[config.mk]
export PLATFORM = sky130hd
export DESIGN_NAME = axil_reg_slave
export DESIGN_NICKNAME = d
export VERILOG_FILES = /design/src/rtl/axil_reg_slave_pkg.sv /design/src/rtl/axil_reg_slave.sv
export SDC_FILE = /design/constraint.sdc
export NUM_CORES = 1
export LEC_CHECK = 0
export CAP_MARGIN = 20
export CORE_ASPECT_RATIO = 2
export CORE_MARGIN = 2
export CORE_UTILIZATION = 47
export CTS_CLUSTER_SIZE = 16
export DETAILED_ROUTE_END_ITERATION = 7
export PLACE_DENSITY_LB_ADDON = 0.3
export SETUP_SLACK_MARGIN = 0.3
export SYNTH_ARGS = -nofsm -noshare
export SYNTH_HDL_FRONTEND = slang
export SYNTH_SLANG_ARGS = --single-unit
[constraint.sdc]
create_clock -name aclk -period 2.6 [get_ports aclk]
set_clock_uncertainty 0.1 [all_clocks]
set_input_delay 0.52 -clock aclk [delete_from_list [all_inputs] [get_ports aclk]]
set_output_delay 0.52 -clock aclk [all_outputs]
set_load 0.02 [all_outputs]
[src/rtl/axil_reg_slave_pkg.sv]
// Shared types and helpers for the AXI4-Lite register slave: response codes,
// write/read FSM state encodings and the byte-strobe merge.
package axil_reg_slave_pkg;

    localparam logic [1:0] RESP_OKAY   = 2'b00;
    localparam logic [1:0] RESP_SLVERR = 2'b10;

    typedef enum logic [1:0] {
        W_IDLE,
        W_HAVE_A,
        W_HAVE_D,
        W_RESP
    } wstate_t;

    typedef enum logic {
        R_IDLE,
        R_RESP
    } rstate_t;

    function automatic logic [31:0] strb_merge(input logic [31:0] old,
                                               input logic [31:0] data,
                                               input logic [3:0]  strb);
        logic [31:0] m;
        m = old;
        for (int b = 0; b < 4; b++) begin
            if (strb[b]) m[8*b +: 8] = data[8*b +: 8];
        end
        return m;
    endfunction

endpackage

[src/rtl/axil_reg_slave.sv]
// AXI4-Lite slave holding NUM_REGS 32-bit registers, exported in parallel on regs_o.
// Define AXIL_REG_SLAVE_SLVERR_EN to answer out-of-range accesses with SLVERR instead of OKAY.
module axil_reg_slave
    import axil_reg_slave_pkg::*;
#(
    parameter int OFFSET_WIDTH = 12,
    parameter int NUM_REGS     = 4
) (
    input  logic                     aclk,
    input  logic                     areset,
    input  logic [31:0]              s_axi_awaddr,
    input  logic [2:0]               s_axi_awprot,
    input  logic                     s_axi_awvalid,
    output logic                     s_axi_awready,
    input  logic [31:0]              s_axi_wdata,
    input  logic [3:0]               s_axi_wstrb,
    input  logic                     s_axi_wvalid,
    output logic                     s_axi_wready,
    output logic [1:0]               s_axi_bresp,
    output logic                     s_axi_bvalid,
    input  logic                     s_axi_bready,
    input  logic [31:0]              s_axi_araddr,
    input  logic [2:0]               s_axi_arprot,
    input  logic                     s_axi_arvalid,
    output logic                     s_axi_arready,
    output logic [31:0]              s_axi_rdata,
    output logic [1:0]               s_axi_rresp,
    output logic                     s_axi_rvalid,
    input  logic                     s_axi_rready,
    output logic [NUM_REGS*32-1:0]   regs_o
);

    localparam int IDX_W = OFFSET_WIDTH - 2;
    localparam logic [IDX_W:0] NREGS = (IDX_W+1)'(NUM_REGS);
`ifdef AXIL_REG_SLAVE_SLVERR_EN
    localparam logic [1:0] OOR_RESP = RESP_SLVERR;
`else
    localparam logic [1:0] OOR_RESP = RESP_OKAY;
`endif

    logic [NUM_REGS-1:0][31:0] r_regs;
    wstate_t          r_wstate, w_wstate_nxt;
    rstate_t          r_rstate, w_rstate_nxt;
    logic [IDX_W-1:0] r_awidx;
    logic [31:0]      r_wdata;
    logic [3:0]       r_wstrb;
    logic             r_awready, r_wready, r_bvalid, r_arready, r_rvalid;
    logic [1:0]       r_bresp, r_rresp;
    logic [31:0]      r_rdata;

    logic             w_aw_hs, w_w_hs, w_ar_hs, w_commit;
    logic [IDX_W-1:0] w_cidx, w_aridx;
    logic [31:0]      w_cdata, w_rd_word;
    logic [3:0]       w_cstrb;
    logic             w_c_inrange, w_ar_inrange;
    logic             w_unused;

    assign w_aw_hs = s_axi_awvalid & r_awready;
    assign w_w_hs  = s_axi_wvalid & r_wready;
    assign w_ar_hs = s_axi_arvalid & r_arready;

    // A commit takes whichever half arrived earlier from the latch, the other live.
    assign w_cidx  = (r_wstate == W_HAVE_A) ? r_awidx : s_axi_awaddr[OFFSET_WIDTH-1:2];
    assign w_cdata = (r_wstate == W_HAVE_D) ? r_wdata : s_axi_wdata;
    assign w_cstrb = (r_wstate == W_HAVE_D) ? r_wstrb : s_axi_wstrb;
    assign w_c_inrange = {1'b0, w_cidx} < NREGS;

    assign w_aridx      = s_axi_araddr[OFFSET_WIDTH-1:2];
    assign w_ar_inrange = {1'b0, w_aridx} < NREGS;

    always_comb begin
        w_rd_word = '0;
        for (int i = 0; i < NUM_REGS; i++) begin
            if (w_aridx == IDX_W'(i)) w_rd_word = r_regs[i];
        end
    end

    always_comb begin
        w_wstate_nxt = r_wstate;
        w_commit     = 1'b0;
        case (r_wstate)
            W_IDLE: begin
                if (w_aw_hs && w_w_hs) begin
                    w_wstate_nxt = W_RESP;
                    w_commit     = 1'b1;
                end else if (w_aw_hs) begin
                    w_wstate_nxt = W_HAVE_A;
                end else if (w_w_hs) begin
                    w_wstate_nxt = W_HAVE_D;
                end
            end
            W_HAVE_A: if (w_w_hs) begin
                w_wstate_nxt = W_RESP;
                w_commit     = 1'b1;
            end
            W_HAVE_D: if (w_aw_hs) begin
                w_wstate_nxt = W_RESP;
                w_commit     = 1'b1;
            end
            W_RESP: if (s_axi_bready) w_wstate_nxt = W_IDLE;
            default: w_wstate_nxt = W_IDLE;
        endcase
    end

    always_comb begin
        w_rstate_nxt = r_rstate;
        case (r_rstate)
            R_IDLE:  if (w_ar_hs) w_rstate_nxt = R_RESP;
            R_RESP:  if (s_axi_rready) w_rstate_nxt = R_IDLE;
            default: w_rstate_nxt = R_IDLE;
        endcase
    end

    always_ff @(posedge aclk) begin
        if (areset) begin
            r_regs    <= '0;
            r_wstate  <= W_IDLE;
            r_rstate  <= R_IDLE;
            r_awidx   <= '0;
            r_wdata   <= '0;
            r_wstrb   <= '0;
            r_awready <= 1'b0;
            r_wready  <= 1'b0;
            r_bvalid  <= 1'b0;
            r_bresp   <= RESP_OKAY;
            r_arready <= 1'b0;
            r_rvalid  <= 1'b0;
            r_rresp   <= RESP_OKAY;
            r_rdata   <= '0;
        end else begin
            r_wstate  <= w_wstate_nxt;
            r_rstate  <= w_rstate_nxt;
            // Readys/valids are registered decodes of the next state.
            r_awready <= (w_wstate_nxt == W_IDLE) || (w_wstate_nxt == W_HAVE_D);
            r_wready  <= (w_wstate_nxt == W_IDLE) || (w_wstate_nxt == W_HAVE_A);
            r_bvalid  <= (w_wstate_nxt == W_RESP);
            r_arready <= (w_rstate_nxt == R_IDLE);
            r_rvalid  <= (w_rstate_nxt == R_RESP);
            if (w_aw_hs) r_awidx <= s_axi_awaddr[OFFSET_WIDTH-1:2];
            if (w_w_hs) begin
                r_wdata <= s_axi_wdata;
                r_wstrb <= s_axi_wstrb;
            end
            if (w_commit) r_bresp <= w_c_inrange ? RESP_OKAY : OOR_RESP;
            for (int i = 0; i < NUM_REGS; i++) begin
                if (w_commit && (w_cidx == IDX_W'(i)))
                    r_regs[i] <= strb_merge(r_regs[i], w_cdata, w_cstrb);
            end
            // r_regs is read before the same-edge commit lands, so reads see the old value.
            if (w_ar_hs) begin
                r_rdata <= w_rd_word;
                r_rresp <= w_ar_inrange ? RESP_OKAY : OOR_RESP;
            end
        end
    end

    assign s_axi_awready = r_awready;
    assign s_axi_wready  = r_wready;
    assign s_axi_bvalid  = r_bvalid;
    assign s_axi_bresp   = r_bresp;
    assign s_axi_arready = r_arready;
    assign s_axi_rvalid  = r_rvalid;
    assign s_axi_rresp   = r_rresp;
    assign s_axi_rdata   = r_rdata;
    assign regs_o        = r_regs;

    assign w_unused = &{1'b0, s_axi_awprot, s_axi_arprot,
                        s_axi_awaddr[31:OFFSET_WIDTH], s_axi_awaddr[1:0],
                        s_axi_araddr[31:OFFSET_WIDTH], s_axi_araddr[1:0]};

endmodule

==> parameters.txt <==
Parameter                              Value

Finish
  Layout cells sized above 1 ... 14.8%
  Number of nets at the end of the flow ... 1277
  Total area of multi-input combinational cells ... 4160 um^2
  Most frequent standard cell in the layout excluding fill and tap cells ... sky130_fd_sc_hd__clkdlybuf4s50_1
  Area Growth Syn to Fin ... 39.9%
  Commonest non-fill, non-tap cells in the layout ... sky130_fd_sc_hd__clkdlybuf4s50_1 (224), sky130_fd_sc_hd__dfxtp_1 (212), sky130_fd_sc_hd__a221oi_1 (143)
  Total area of sequential cells ... 4270 um^2
  Fillers ... 1536
  Final core utilization ... approximately 66%
  Filler-free cell count of the finished design ... 1436

Clocking
  Clock latency at the later pin of the worst-skew pair ... 0.48 ns
  TritonCTS clock tree ... done
  Number of buffers created by CTS ... 19
  CTS max path bufs ... 3
  Hold_buf cts ... 0
  Clock root buffer ... sky130_fd_sc_hd__clkbuf_16
  TritonCTS Sinks ... 213
  Reg clk slew, reported paths ... 0.07 ns
  CTS H-tree lvls ... 1

Global route
  Largest net degree at the start of global routing ... 65
  Total overflow reported by the global router ... 0
  Overall routing resource usage ... 26.6%
  First-pass GRT wire length ... 43.5 mm
  Via count of the first global-routing pass ... 8130
  Antenna violations before repair ... 2

Drt
  Per-cell routed wire length ... 19.6 um
  Drt first pass iters ... 5
  Wire length on met2 ... roughly 15 mm
  Sum of met3 wire segment lengths after detailed routing ... 1.88 mm
  Met1 routed wirelength after detailed routing ... 10.1 mm
  Top layer in use ... met4
  Via density ... ~5.8
  DRC marker count from the first detailed-route iteration ... 599
  Post-route antenna net violation count ... 0
  Via count ... approximately 8300
  Count of unresolved DRC violations after routing ... 0
  Total Wirelength ... 28.1 mm

Die
  Area of the die ... slightly above 20000 um^2
  I/O pins ... 282
  Core outline area ... about 19000 um^2
  Y dimension of the die ... 201 um
  Number of rows created at floorplan ... 72
  Initial cell density of the core ... 47.5%
  Horizontal die dimension ... 102 um

Logic synthesis
  Gate Count Post-Synth ... 924
  Synthesized area ... 9110 um^2
  Register bit count reported by yosys ... 213
  Count of warnings emitted by yosys ... 0
  Synthesized area per cell ... just under 10 um^2
  Part of the Yosys area used for sequential elements ... 46.8%
  Count of different cell masters after synthesis ... 44

Worst hold path
  Path category of the worst min-delay check ... input pin to flip-flop

Timing
  Slew at the pin closest to its max-slew limit ... 0.654 ns
  Final setup fails ... 0
  Max Slew Vio Count ... 0
  Endpoints failing hold ... 0
  Setup repair after global routing missed its margin ... true
  Max_slew headroom ... 56.4%
  Min Clock Period, post-route ... ~2.3 ns
  Post-route clock period utilization ... 88.2%
  Worst setup margin ... 0.308 ns
  Fmax ... 436 MHz

Placed design
  Number of placed instances, taps included ... about 1400
  Post-place setup slack ... -0.204 ns
  I/O Buffers ... 227
  HPWL reported at the end of detailed placement ... 19.7 mm
  RePlAce Congestion ... 0.848

Outcome
  Result of the run ... finished clean

Power
  LEAKAGE ... ~4.3 nW
  Overall power ... 6.87 mW
  VDD IR max ... 389 uV
  PD cells ... 539 nW/um^2

Job
  Count of max-cap constraint violations ... 0

Worst setup path
  Critical path arrival ... about 2.6 ns
  CP endpoint kind ... flip-flop
  Crit Path Category ... input pin to flip-flop
  Crit path required time ... 2.88 ns
  Maximum net fanout on the critical path ... 15
  Kind of launch point of the worst setup path ... input pin
[worst max-delay path, stage by stage]
cell and delay, ns:
sky130_fd_sc_hd__clkdlybuf4s50_1 0.42, sky130_fd_sc_hd__or4_4 0.57, sky130_fd_sc_hd__nor3_4 0.22, sky130_fd_sc_hd__buf_12 0.20, sky130_fd_sc_hd__o221ai_1 0.16, sky130_fd_sc_hd__buf_4 0.21
sky130_fd_sc_hd__a221oi_1 0.28
[through the flow]
stage               instance area (um^2)  TNS (ns)  hold WS, ns
finish                             12700         0        0.321
floorplan                           9120         0        0.336
global placement                   11900    -11.25        0.342
detailed placement                 11900    -15.10        0.347
global route                       12700         0        0.342
CTS                                12600         0        0.323
[power breakdown]
group	leakage [nW]	internal, mW	switching, mW
clock network	0.312	1.70	1.22
registers	1.72	3.31	0.0340
logic	2.29	0.252	0.346
total	4.33	5.26	1.60
[logic make-up after synthesis]
kind of cell / Yosys count / share of synthesized area [%]
AO/OA/AOI/OAI: 273 / 25.7
buffers and inverters: 206 / 9.19
flip-flops: 213 / 46.8
multiplexers: 33 / 8.02
other: 1 / 0.0412
AND/OR/NAND/NOR: 198 / 10.2
[Yosys cell counts, drive strengths merged]
cell type | instances | area share (%)
nor2 | 35 | 1.4
dfxtp | 213 | 47
nand3 | 5 | 0.27
a21o | 2 | 0.16
and3 | 5 | 0.34
and3b | 1 | 0.096
o21ai | 3 | 0.21
conb | 1 | 0.041
or4 | 4 | 0.37
nand2 | 98 | 4.0
o211ai | 4 | 0.38
a221oi | 160 | 16
nand4bb | 1 | 0.12
and2b | 1 | 0.096
nor4 | 2 | 0.14
o21a | 4 | 0.33
a21oi | 47 | 2.6
o32ai | 1 | 0.096
inv | 128 | 5.3
mux2i | 1 | 0.11
nor2b | 35 | 2.4
a22oi | 32 | 2.6
buf | 30 | 1.9
and2 | 3 | 0.21
nand2b | 2 | 0.14
nor3 | 5 | 0.45
o221ai | 16 | 2.7
clkbuf | 48 | 2.0
o211a | 4 | 0.44
nand4b | 1 | 0.096
mux4 | 32 | 7.9
[layout make-up]
class                   count  share of cell area (%)
well taps                 259                    2.54
clock buffers              25                    4.06
diodes                      2                  0.0393
clock inverters             7                   0.893
multi-input cells         508                    32.6
flip-flops and latches    213                    33.5
repair buffers            294                    22.6
inverters                 128                    3.77
[registers in the layout (all words and copies together) (netlist names)]
| signal | cells |
|---|---|
| s_axi_wready | 1 |
| s_axi_rvalid | 1 |
| s_axi_rdata | 32 |
| r_wstate | 2 |
| regs_o | 128 |
| s_axi_bvalid | 1 |
| r_wstrb | 4 |
| s_axi_arready | 1 |
| r_awidx | 10 |
| r_wdata | 32 |
| s_axi_awready | 1 |
[metal layers]
layer | up-vias | track usage, %
li1 | 3872 | -
met5 | - | 0
met4 | 0 | 12.8
met1 | 3995 | 31.0
met2 | 380 | 46.5
met3 | 82 | 3.97
[path summary, 6_finish.rpt]
kind                          to  slack (ns)  cells after the start       startpoint
hold / removal    s_axi_rdata[0]        0.32                      2           areset
hold reg to reg      r_wdata[16]        0.36                      2      r_wdata[16]
setup / recovery      regs_o[23]        0.31                      7  s_axi_awaddr[7]
setup reg to reg      regs_o[72]        0.37                      5      r_wstate[1]
[timing repair]
| item | CTS | global route |
|---|---|---|
| endpoints found under the hold margin | 0 | 0 |
| pin swaps | 2 | 1 |
| gates resized for setup | 2 | 16 |
| buffers inserted | 2 | 4 |
| setup endpoints to repair | 6 | 116 |
Note: power is estimated with default switching activity, not from simulation.
